## src/rtl/sram22_arb2_if.sv

```systemverilog
// ============================================================================
// Module   : sram22_arb2_if
// Purpose  : Bundles the two requester ports and the SRAM22 macro pins of sram22_arb2.
// Revision : 1.0  initial release
// ============================================================================
`timescale 1ns/1ps
`default_nettype none

interface sram22_arb2_if #(
   parameter int DATA_WIDTH  = 32,
   parameter int ADDR_WIDTH  = 9,
   parameter int WMASK_WIDTH = 8
);
   logic                   req0_valid;
   logic                   req0_ready;
   logic                   req0_we;
   logic [WMASK_WIDTH-1:0] req0_wmask;
   logic [ADDR_WIDTH-1:0]  req0_addr;
   logic [DATA_WIDTH-1:0]  req0_wdata;
   logic                   rsp0_valid;
   logic                   rsp0_ready;
   logic [DATA_WIDTH-1:0]  rsp0_rdata;

   logic                   req1_valid;
   logic                   req1_ready;
   logic                   req1_we;
   logic [WMASK_WIDTH-1:0] req1_wmask;
   logic [ADDR_WIDTH-1:0]  req1_addr;
   logic [DATA_WIDTH-1:0]  req1_wdata;
   logic                   rsp1_valid;
   logic                   rsp1_ready;
   logic [DATA_WIDTH-1:0]  rsp1_rdata;

   logic                   sram_we;
   logic [WMASK_WIDTH-1:0] sram_wmask;
   logic [ADDR_WIDTH-1:0]  sram_addr;
   logic [DATA_WIDTH-1:0]  sram_din;
   logic [DATA_WIDTH-1:0]  sram_dout;

   // Arbiter side.
   modport slave (
      input  req0_valid, req0_we, req0_wmask, req0_addr, req0_wdata, rsp0_ready,
      output req0_ready, rsp0_valid, rsp0_rdata,
      input  req1_valid, req1_we, req1_wmask, req1_addr, req1_wdata, rsp1_ready,
      output req1_ready, rsp1_valid, rsp1_rdata,
      output sram_we, sram_wmask, sram_addr, sram_din,
      input  sram_dout
   );

   // Requesters plus macro side.
   modport master (
      output req0_valid, req0_we, req0_wmask, req0_addr, req0_wdata, rsp0_ready,
      input  req0_ready, rsp0_valid, rsp0_rdata,
      output req1_valid, req1_we, req1_wmask, req1_addr, req1_wdata, rsp1_ready,
      input  req1_ready, rsp1_valid, rsp1_rdata,
      input  sram_we, sram_wmask, sram_addr, sram_din,
      output sram_dout
   );
endinterface

`default_nettype wire

```

## src/rtl/sram22_arb2.sv

```systemverilog
// ============================================================================
// Module   : sram22_arb2
// Purpose  : Two-port arbiter/sequencer for one SRAM22 macro with per-port
//            read response registers. SRAM22_ARB_RR_EN selects round-robin.
// Revision : 1.0  initial release
// ============================================================================
`timescale 1ns/1ps
`default_nettype none

module sram22_arb2 #(
   parameter int DATA_WIDTH  = 32,
   parameter int ADDR_WIDTH  = 9,
   parameter int WMASK_WIDTH = 8
) (
   input  logic         clk,
   input  logic         rst_n,
   sram22_arb2_if.slave bus
);

   logic [1:0]                   req_valid;
   logic [1:0]                   req_we;
   logic [1:0]                   rsp_ready;
   logic [1:0][WMASK_WIDTH-1:0]  req_wmask;
   logic [1:0][ADDR_WIDTH-1:0]   req_addr;
   logic [1:0][DATA_WIDTH-1:0]   req_wdata;

   logic [1:0]                   slot_free;
   logic [1:0]                   eligible;
   logic [1:0]                   grant;
   logic                         gnt_any;
   logic                         gnt_port;

   logic                         pend_v_q, pend_v_d;
   logic                         pend_port_q, pend_port_d;
   logic [1:0]                   rsp_valid_q, rsp_valid_d;
   logic [1:0][DATA_WIDTH-1:0]   rsp_rdata_q, rsp_rdata_d;
`ifdef SRAM22_ARB_RR_EN
   logic                         rr_ptr_q, rr_ptr_d;
`endif

   assign req_valid = {bus.req1_valid, bus.req0_valid};
   assign req_we    = {bus.req1_we,    bus.req0_we};
   assign rsp_ready = {bus.rsp1_ready, bus.rsp0_ready};
   assign req_wmask = {bus.req1_wmask, bus.req0_wmask};
   assign req_addr  = {bus.req1_addr,  bus.req0_addr};
   assign req_wdata = {bus.req1_wdata, bus.req0_wdata};

   // A read needs the port's single response slot; writes never do.
   always_comb begin
      slot_free[0] = !rsp_valid_q[0] && !(pend_v_q && !pend_port_q);
      slot_free[1] = !rsp_valid_q[1] && !(pend_v_q &&  pend_port_q);
      eligible     = req_valid & (req_we | slot_free);
      gnt_any      = |eligible;
`ifdef SRAM22_ARB_RR_EN
      gnt_port     = (&eligible) ? rr_ptr_q : eligible[1];
`else
      gnt_port     = !eligible[0];
`endif
      grant        = 2'b00;
      if (gnt_any) begin
         grant = gnt_port ? 2'b10 : 2'b01;
      end
   end

   assign bus.req0_ready = grant[0];
   assign bus.req1_ready = grant[1];
   assign bus.sram_we    = gnt_any ? req_we[gnt_port]    : 1'b0;
   assign bus.sram_wmask = gnt_any ? req_wmask[gnt_port] : '0;
   assign bus.sram_addr  = gnt_any ? req_addr[gnt_port]  : '0;
   assign bus.sram_din   = gnt_any ? req_wdata[gnt_port] : '0;

   always_comb begin
      pend_v_d    = 1'b0;
      pend_port_d = pend_port_q;
      rsp_valid_d = rsp_valid_q & ~rsp_ready;
      rsp_rdata_d = rsp_rdata_q;
`ifdef SRAM22_ARB_RR_EN
      rr_ptr_d    = rr_ptr_q;
      if (gnt_any) begin
         rr_ptr_d = !gnt_port;
      end
`endif
      // Macro dout is valid one edge after the read was sampled.
      if (pend_v_q) begin
         rsp_valid_d[pend_port_q] = 1'b1;
         rsp_rdata_d[pend_port_q] = bus.sram_dout;
      end
      if (gnt_any && !req_we[gnt_port]) begin
         pend_v_d    = 1'b1;
         pend_port_d = gnt_port;
      end
   end

   always_ff @(posedge clk or negedge rst_n) begin
      if (!rst_n) begin
         pend_v_q    <= 1'b0;
         pend_port_q <= 1'b0;
         rsp_valid_q <= '0;
         rsp_rdata_q <= '0;
`ifdef SRAM22_ARB_RR_EN
         rr_ptr_q    <= 1'b0;
`endif
      end else begin
         pend_v_q    <= pend_v_d;
         pend_port_q <= pend_port_d;
         rsp_valid_q <= rsp_valid_d;
         rsp_rdata_q <= rsp_rdata_d;
`ifdef SRAM22_ARB_RR_EN
         rr_ptr_q    <= rr_ptr_d;
`endif
      end
   end

   assign bus.rsp0_valid = rsp_valid_q[0];
   assign bus.rsp1_valid = rsp_valid_q[1];
   assign bus.rsp0_rdata = rsp_rdata_q[0];
   assign bus.rsp1_rdata = rsp_rdata_q[1];

endmodule

`default_nettype wire

```

## src/flat_wrapper.sv

```systemverilog
// flat-port wrapper written by rule: the top's interface ports become plain ports
module sram22_arb2_flat 
#(
   parameter int DATA_WIDTH  = 32,
   parameter int ADDR_WIDTH  = 9,
   parameter int WMASK_WIDTH = 8
)
  (clk, rst_n, bus_req0_valid, bus_req0_we, bus_req0_wmask, bus_req0_addr, bus_req0_wdata, bus_rsp0_ready, bus_req0_ready, bus_rsp0_valid, bus_rsp0_rdata, bus_req1_valid, bus_req1_we, bus_req1_wmask, bus_req1_addr, bus_req1_wdata, bus_rsp1_ready, bus_req1_ready, bus_rsp1_valid, bus_rsp1_rdata, bus_sram_we, bus_sram_wmask, bus_sram_addr, bus_sram_din, bus_sram_dout);
  sram22_arb2_if #(.DATA_WIDTH(DATA_WIDTH), .ADDR_WIDTH(ADDR_WIDTH), .WMASK_WIDTH(WMASK_WIDTH)) bus_i ();
  input  logic clk;
  input  logic rst_n;
  input wire logic [$bits(bus_i.req0_valid)-1:0] bus_req0_valid;
  input wire logic [$bits(bus_i.req0_we)-1:0] bus_req0_we;
  input wire logic [$bits(bus_i.req0_wmask)-1:0] bus_req0_wmask;
  input wire logic [$bits(bus_i.req0_addr)-1:0] bus_req0_addr;
  input wire logic [$bits(bus_i.req0_wdata)-1:0] bus_req0_wdata;
  input wire logic [$bits(bus_i.rsp0_ready)-1:0] bus_rsp0_ready;
  output wire logic [$bits(bus_i.req0_ready)-1:0] bus_req0_ready;
  output wire logic [$bits(bus_i.rsp0_valid)-1:0] bus_rsp0_valid;
  output wire logic [$bits(bus_i.rsp0_rdata)-1:0] bus_rsp0_rdata;
  input wire logic [$bits(bus_i.req1_valid)-1:0] bus_req1_valid;
  input wire logic [$bits(bus_i.req1_we)-1:0] bus_req1_we;
  input wire logic [$bits(bus_i.req1_wmask)-1:0] bus_req1_wmask;
  input wire logic [$bits(bus_i.req1_addr)-1:0] bus_req1_addr;
  input wire logic [$bits(bus_i.req1_wdata)-1:0] bus_req1_wdata;
  input wire logic [$bits(bus_i.rsp1_ready)-1:0] bus_rsp1_ready;
  output wire logic [$bits(bus_i.req1_ready)-1:0] bus_req1_ready;
  output wire logic [$bits(bus_i.rsp1_valid)-1:0] bus_rsp1_valid;
  output wire logic [$bits(bus_i.rsp1_rdata)-1:0] bus_rsp1_rdata;
  output wire logic [$bits(bus_i.sram_we)-1:0] bus_sram_we;
  output wire logic [$bits(bus_i.sram_wmask)-1:0] bus_sram_wmask;
  output wire logic [$bits(bus_i.sram_addr)-1:0] bus_sram_addr;
  output wire logic [$bits(bus_i.sram_din)-1:0] bus_sram_din;
  input wire logic [$bits(bus_i.sram_dout)-1:0] bus_sram_dout;
  assign bus_i.req0_valid = bus_req0_valid;
  assign bus_i.req0_we = bus_req0_we;
  assign bus_i.req0_wmask = bus_req0_wmask;
  assign bus_i.req0_addr = bus_req0_addr;
  assign bus_i.req0_wdata = bus_req0_wdata;
  assign bus_i.rsp0_ready = bus_rsp0_ready;
  assign bus_req0_ready = bus_i.req0_ready;
  assign bus_rsp0_valid = bus_i.rsp0_valid;
  assign bus_rsp0_rdata = bus_i.rsp0_rdata;
  assign bus_i.req1_valid = bus_req1_valid;
  assign bus_i.req1_we = bus_req1_we;
  assign bus_i.req1_wmask = bus_req1_wmask;
  assign bus_i.req1_addr = bus_req1_addr;
  assign bus_i.req1_wdata = bus_req1_wdata;
  assign bus_i.rsp1_ready = bus_rsp1_ready;
  assign bus_req1_ready = bus_i.req1_ready;
  assign bus_rsp1_valid = bus_i.rsp1_valid;
  assign bus_rsp1_rdata = bus_i.rsp1_rdata;
  assign bus_sram_we = bus_i.sram_we;
  assign bus_sram_wmask = bus_i.sram_wmask;
  assign bus_sram_addr = bus_i.sram_addr;
  assign bus_sram_din = bus_i.sram_din;
  assign bus_i.sram_dout = bus_sram_dout;
  sram22_arb2 #(.DATA_WIDTH(DATA_WIDTH), .ADDR_WIDTH(ADDR_WIDTH), .WMASK_WIDTH(WMASK_WIDTH)) u_core (.clk(clk), .rst_n(rst_n), .bus(bus_i));
endmodule
```

## config.mk

```make
export PLATFORM = sky130hd
export DESIGN_NAME = sram22_arb2_flat
export DESIGN_NICKNAME = d
export VERILOG_FILES = /design/src/rtl/sram22_arb2_if.sv /design/src/rtl/sram22_arb2.sv /design/src/flat_wrapper.sv
export SDC_FILE = /design/constraint.sdc
export NUM_CORES = 1
export LEC_CHECK = 0
export ABC_CLOCK_PERIOD_IN_PS = 1690
export CELL_PAD_IN_SITES_DETAIL_PLACEMENT = 1
export CELL_PAD_IN_SITES_GLOBAL_PLACEMENT = 1
export CORE_UTILIZATION = 25
export DETAILED_ROUTE_END_ITERATION = 12
export HOLD_SLACK_MARGIN = 0.08
export MAX_ROUTING_LAYER = met4
export PLACE_DENSITY_LB_ADDON = 0.1
export SLEW_MARGIN = 20
export SYNTH_ARGS = -nofsm -noshare
export SYNTH_HDL_FRONTEND = slang
export SYNTH_SLANG_ARGS = --single-unit
```

## constraint.sdc

```tcl
create_clock -name clk -period 1.69 [get_ports clk]
set_input_delay 0.338 -clock clk [delete_from_list [all_inputs] [get_ports clk]]
set_output_delay 0.338 -clock clk [all_outputs]
set_load 0.05 [all_outputs]
```

==> results.txt <==
- Number of clock sinks: 68
- Synthesis instantiated 18 different standard cells from the library.
- Relative to the synthesized area, the layout overhead comes to 115%.
* Number of cells on the worst hold path: 4
- Of the total synthesized cell area, the portion taken by XOR and XNOR cells is 0%.
* Reg2reg setup slack: 0.15 ns
- Reg-to-Reg End: u_core.pend_v_q
- STA classifies the critical path startpoint as a register.
* Flip-flop cell with the highest count after synthesis: sky130_fd_sc_hd__dfrtp_1
* Antenna violations before repair: 3
- For the worst flop-to-flop path, the logic depth is 5.
- The final-report max-slew violation count was 0.
- Setup total negative slack on the finished layout was measured at -22.45 ns.
* Horizontal die dimension: 124 um
- Startpoint-to-endpoint class of the critical path: register to output pin
* Part of the cycle the worst path needs: 128%
- The critical path contains buffers and inverters numbering 3 combined.
* Area leader, netlist: sky130_fd_sc_hd__dfrtp_1
* Pin slew with the least headroom to its limit: 0.381 ns
* GRT Resource Usage Total: 21.9%
* Post-layout nets: 798
* Least setup slack across all paths after layout: -0.469 ns
- Longest Clk Path Bufs: 2
- Global routing finished with a remaining overflow of 0.
- Max Clock Freq: 463 MHz
- The run finished, with violations left.
- The final count of hold timing violations came to 0.
- Pin count of the biggest net entering global routing: 69
* Drt wl/cell: 19.1 um
- Total Die Area: 15500 um^2
- Setup repair after global routing missed its margin: yes
- Global-route wire length before repair: 25.5 mm
- Global routing met2 resource utilization: 38.7%
* Cell at the root of the clock tree: sky130_fd_sc_hd__clkbuf_16
- By area, the combinational part of the netlist is dominated by multiplexers.
* Total power draw: 14.9 mW
- In this design, the stage delay of the slowest critical-path cell is 0.42 ns.
- In this run the standard cell core region covers 14600 um^2.
- Final count of negative-setup-slack endpoints: 52
- In this run the worst setup path begins at u_core.pend_port_q.
- The number of clock buffers added by TritonCTS is 9.
- Post-DRT Antenna Nets: 0
- After detailed routing, the number of remaining DRC violations is 0.
* Global routing usage on met1: 23.5%
- Sequential fraction of the synthesis area: 45.4%
- HPWL after detailed placement: 12.6 mm
- After detailed routing, the number of vias per cell comes to 4.67.
- RD Place Congestion: 0.763
* Worst-skew pair later-pin latency: 0.33 ns
- STA classifies the critical path endpoint as an output pin.
- The initialized floorplan defines 44 standard-cell rows.
- Across the run, the number of max-cap violations was 0.
- Dominant delay contributor by cell family on the critical path: buffers and inverters
- The internal power of the cells totals 7.58 mW.
* Post-CTS clock slew at the launch and capture registers of the worst setup and hold paths: 0.05 ns
- Average footprint of a synthesized cell: 9.42 um^2
- In this run, the combinational gates consume 68.1% of the power.
* Starting utilization of the core area: 25.7%
* Share of total power in the clock network: 12.4%
- I/O pins: 256
- The largest individual stage delay along the critical path comes from the cell sky130_fd_sc_hd__dfrtp_1.
- At the worst endpoint, the arrival time is 1.82 ns.
- VDD sags by at most 1130 uV.
- The tightest min-delay check is of the input port to register type.
- Total via count in the routed design: 3983
* Most instantiated cells after synthesis: sky130_fd_sc_hd__nand2_1, sky130_fd_sc_hd__dfrtp_1, sky130_fd_sc_hd__inv_1
- Summing the areas of all compound-gate instances in the mapped netlist gives 11.0% of the synthesized area.
- Power spread over the standard cell area amounts to 1850 nW/um^2.
- Number of synthesis warnings: 0
* Initial DRC count: 98
* M3 GR Usage: 5.63%
* Flop pwr share: 19.4%
- The most critical setup path has its endpoint at bus_sram_we.
- The H-tree was split into 3 levels.
- Headroom to the max-slew limit: 74.6%
* Final WL: 16.3 mm
* Vias in the first global route: 4394
- FF-to-FF Start: u_core.pend_port_q
* Switching pwr: 7.36 mW
- Of all nets on the critical path, the largest fanout is 6.
- Switching share of total power: 49.3%
* Post-synthesis cell count: 398
* Synth top area cells: sky130_fd_sc_hd__dfrtp_1, sky130_fd_sc_hd__mux2i_1, sky130_fd_sc_hd__nand2_1, sky130_fd_sc_hd__o211ai_1, sky130_fd_sc_hd__mux2_2
- #FFs+latches synth: 68
- Total leakage power: 3.53 nW
- Count of input and output buffers: 255
- The layer flagged by global routing as most heavily used is met2.
- Summing every instance area after synthesis gives 3750 um^2.
* Post-synthesis net count: 536
- The checks that failed: setup timing.
- In the post-synthesis netlist, the cell with the most instances is sky130_fd_sc_hd__nand2_1.
- Adder and majority cell fraction of the synthesized area: 0%
- Measured along the y axis, the die boundary spans 124 um.
- Traced cell by cell, the critical path runs through nor2b_4 > o21a_4 > buf_6 > inv_1 > o21ai_4 > buf_12.
* Area share of the largest cell type after synthesis: 45.4%
- Number of optimization iterations in the first detailed-route pass: 4
- Clock skew on the completed layout was measured at 0.00744 ns.
* Required @ worst endpoint: 1.35 ns
- Counting I/O delays and the setup requirement, the final critical path takes 2.16 ns.
- CTS tree: yes
- The portion of synthesized area spent on multiplexers is 22.7%.
- Of the cells placed in the final design, the portion with a size suffix greater than 1 is 38.3%.
- Summing the areas of all and, or, nand and nor instances in the mapped netlist gives 10.9% of the synthesized area.
- Counting flops with an async set or reset pin after synthesis yields a share of 100%.
* Count of flip-flops with a built-in enable after synthesis: 0
- The critical path crosses 6 cells after its start point.
==> flip-flops by register name, indices dropped and copies added, names as in the netlist <==
signal	count
u_core.pend_v_q	1
u_core.bus.rsp0_rdata	32
u_core.pend_port_q	1
u_core.rsp_valid_q	2
u_core.bus.rsp1_rdata	32
==> through the flow <==
step / hold WS (ns) / std cells / utilization, % / area [um^2] / setup WS [ns]
after global placement: 0.387 / 828 / 52.4 / 7640 / -0.486
after CTS: 0.482 / 848 / 55.2 / 8050 / -0.498
after floorplan: 0.0424 / 398 / - / 4390 / -0.280
final: 0.475 / 852 / 55.3 / 8070 / -0.469
after detailed placement: 0.395 / 828 / 52.4 / 7640 / -0.551
after global routing: 0.512 / 852 / 55.3 / 8070 / -0.545
==> how the worst min path moves through the flow <==
| stage | start | end | slack, ns |
|---|---|---|---|
| finish | bus_req0_we | u_core.pend_port_q | 0.47 |
| global route | bus_req0_we | u_core.pend_port_q | 0.51 |
| CTS | u_core.bus.rsp0_rdata[2] | u_core.bus.rsp0_rdata[2] | 0.48 |
| detailed placement | rst_n | u_core.bus.rsp0_rdata[26] | 0.40 |
| global placement | rst_n | u_core.bus.rsp0_rdata[26] | 0.39 |
| floorplan | rst_n | u_core.bus.rsp0_rdata[0] | 0.04 |
==> layer usage <==
layer  routed length [um]  vias to the layer above
met4                  390                        0
met1                 6530                     1948
met3                  910                       22
met5                    0                        -
li1                     -                     1847
met2                 8460                      166
==> power by group through the flow <==
stage	Combinational, mW	Sequential (mW)	Clock [mW]
finish	10.2	2.90	1.85
global route	10.6	3.02	1.97
CTS	10.3	2.92	1.90
detailed placement	10.1	2.92	0
global placement	9.94	2.86	0
floorplan	3.53	5.64	0
==> layout by cell type (no fill, tap or decap), types with 2 or more instances in the layout <==
| master | synthesis | routed |
|---|---|---|
| sky130_fd_sc_hd__buf_12 | 0 | 60 |
| sky130_fd_sc_hd__buf_4 | 0 | 77 |
| sky130_fd_sc_hd__buf_6 | 6 | 7 |
| sky130_fd_sc_hd__clkbuf_16 | 0 | 10 |
| sky130_fd_sc_hd__clkdlybuf4s50_1 | 0 | 134 |
| sky130_fd_sc_hd__clkinv_2 | 0 | 2 |
| sky130_fd_sc_hd__clkinvlp_4 | 0 | 2 |
| sky130_fd_sc_hd__dfrtp_1 | 68 | 66 |
| sky130_fd_sc_hd__dfrtp_2 | 0 | 2 |
| sky130_fd_sc_hd__diode_2 | 0 | 3 |
| sky130_fd_sc_hd__inv_1 | 52 | 52 |
| sky130_fd_sc_hd__mux2_2 | 32 | 32 |
| sky130_fd_sc_hd__mux2i_4 | 0 | 49 |
| sky130_fd_sc_hd__nand2_1 | 99 | 97 |
| sky130_fd_sc_hd__nand2_2 | 0 | 2 |
| sky130_fd_sc_hd__o211ai_1 | 49 | 49 |
| sky130_fd_sc_hd__o21a_4 | 0 | 2 |
| sky130_fd_sc_hd__o21ai_0 | 4 | 3 |
==> kinds of logic after synthesis <==
group / Yosys count
buffers and inverters: 86
and+or+nand+nor: 106
DFF: 68
AOI/OAI and AO/OA: 57
muxes: 81
==> layout make-up <==
class	instances	area, um^2
Fill cell	1516	6520
Timing Repair Buffer	284	3280
Multi-Input combinational cell	245	2360
Sequential cell	68	1700
Tap cell	184	230
Clock buffer	10	229
Inverter	52	195
Clock inverter	6	63.8
Antenna cell	3	7.51
==> timing repair <==
action	CTS	global route
endpoints found under the setup margin	52	52
setup buffers	1	1
gates resized for setup	14	2
hold buffers	1	0
pin swaps	2	1
cloned	2	1
endpoints found under the hold margin	68	0
==> tightest hold or removal path, stage by stage <==
cell and delay (ns):
sky130_fd_sc_hd__dlymetal6s2s_1 0.13, sky130_fd_sc_hd__buf_4 0.12, sky130_fd_sc_hd__nor3_1 0.06, sky130_fd_sc_hd__nor2_1 0.10
No activity file was read; power rests on OpenSTA's default activity.
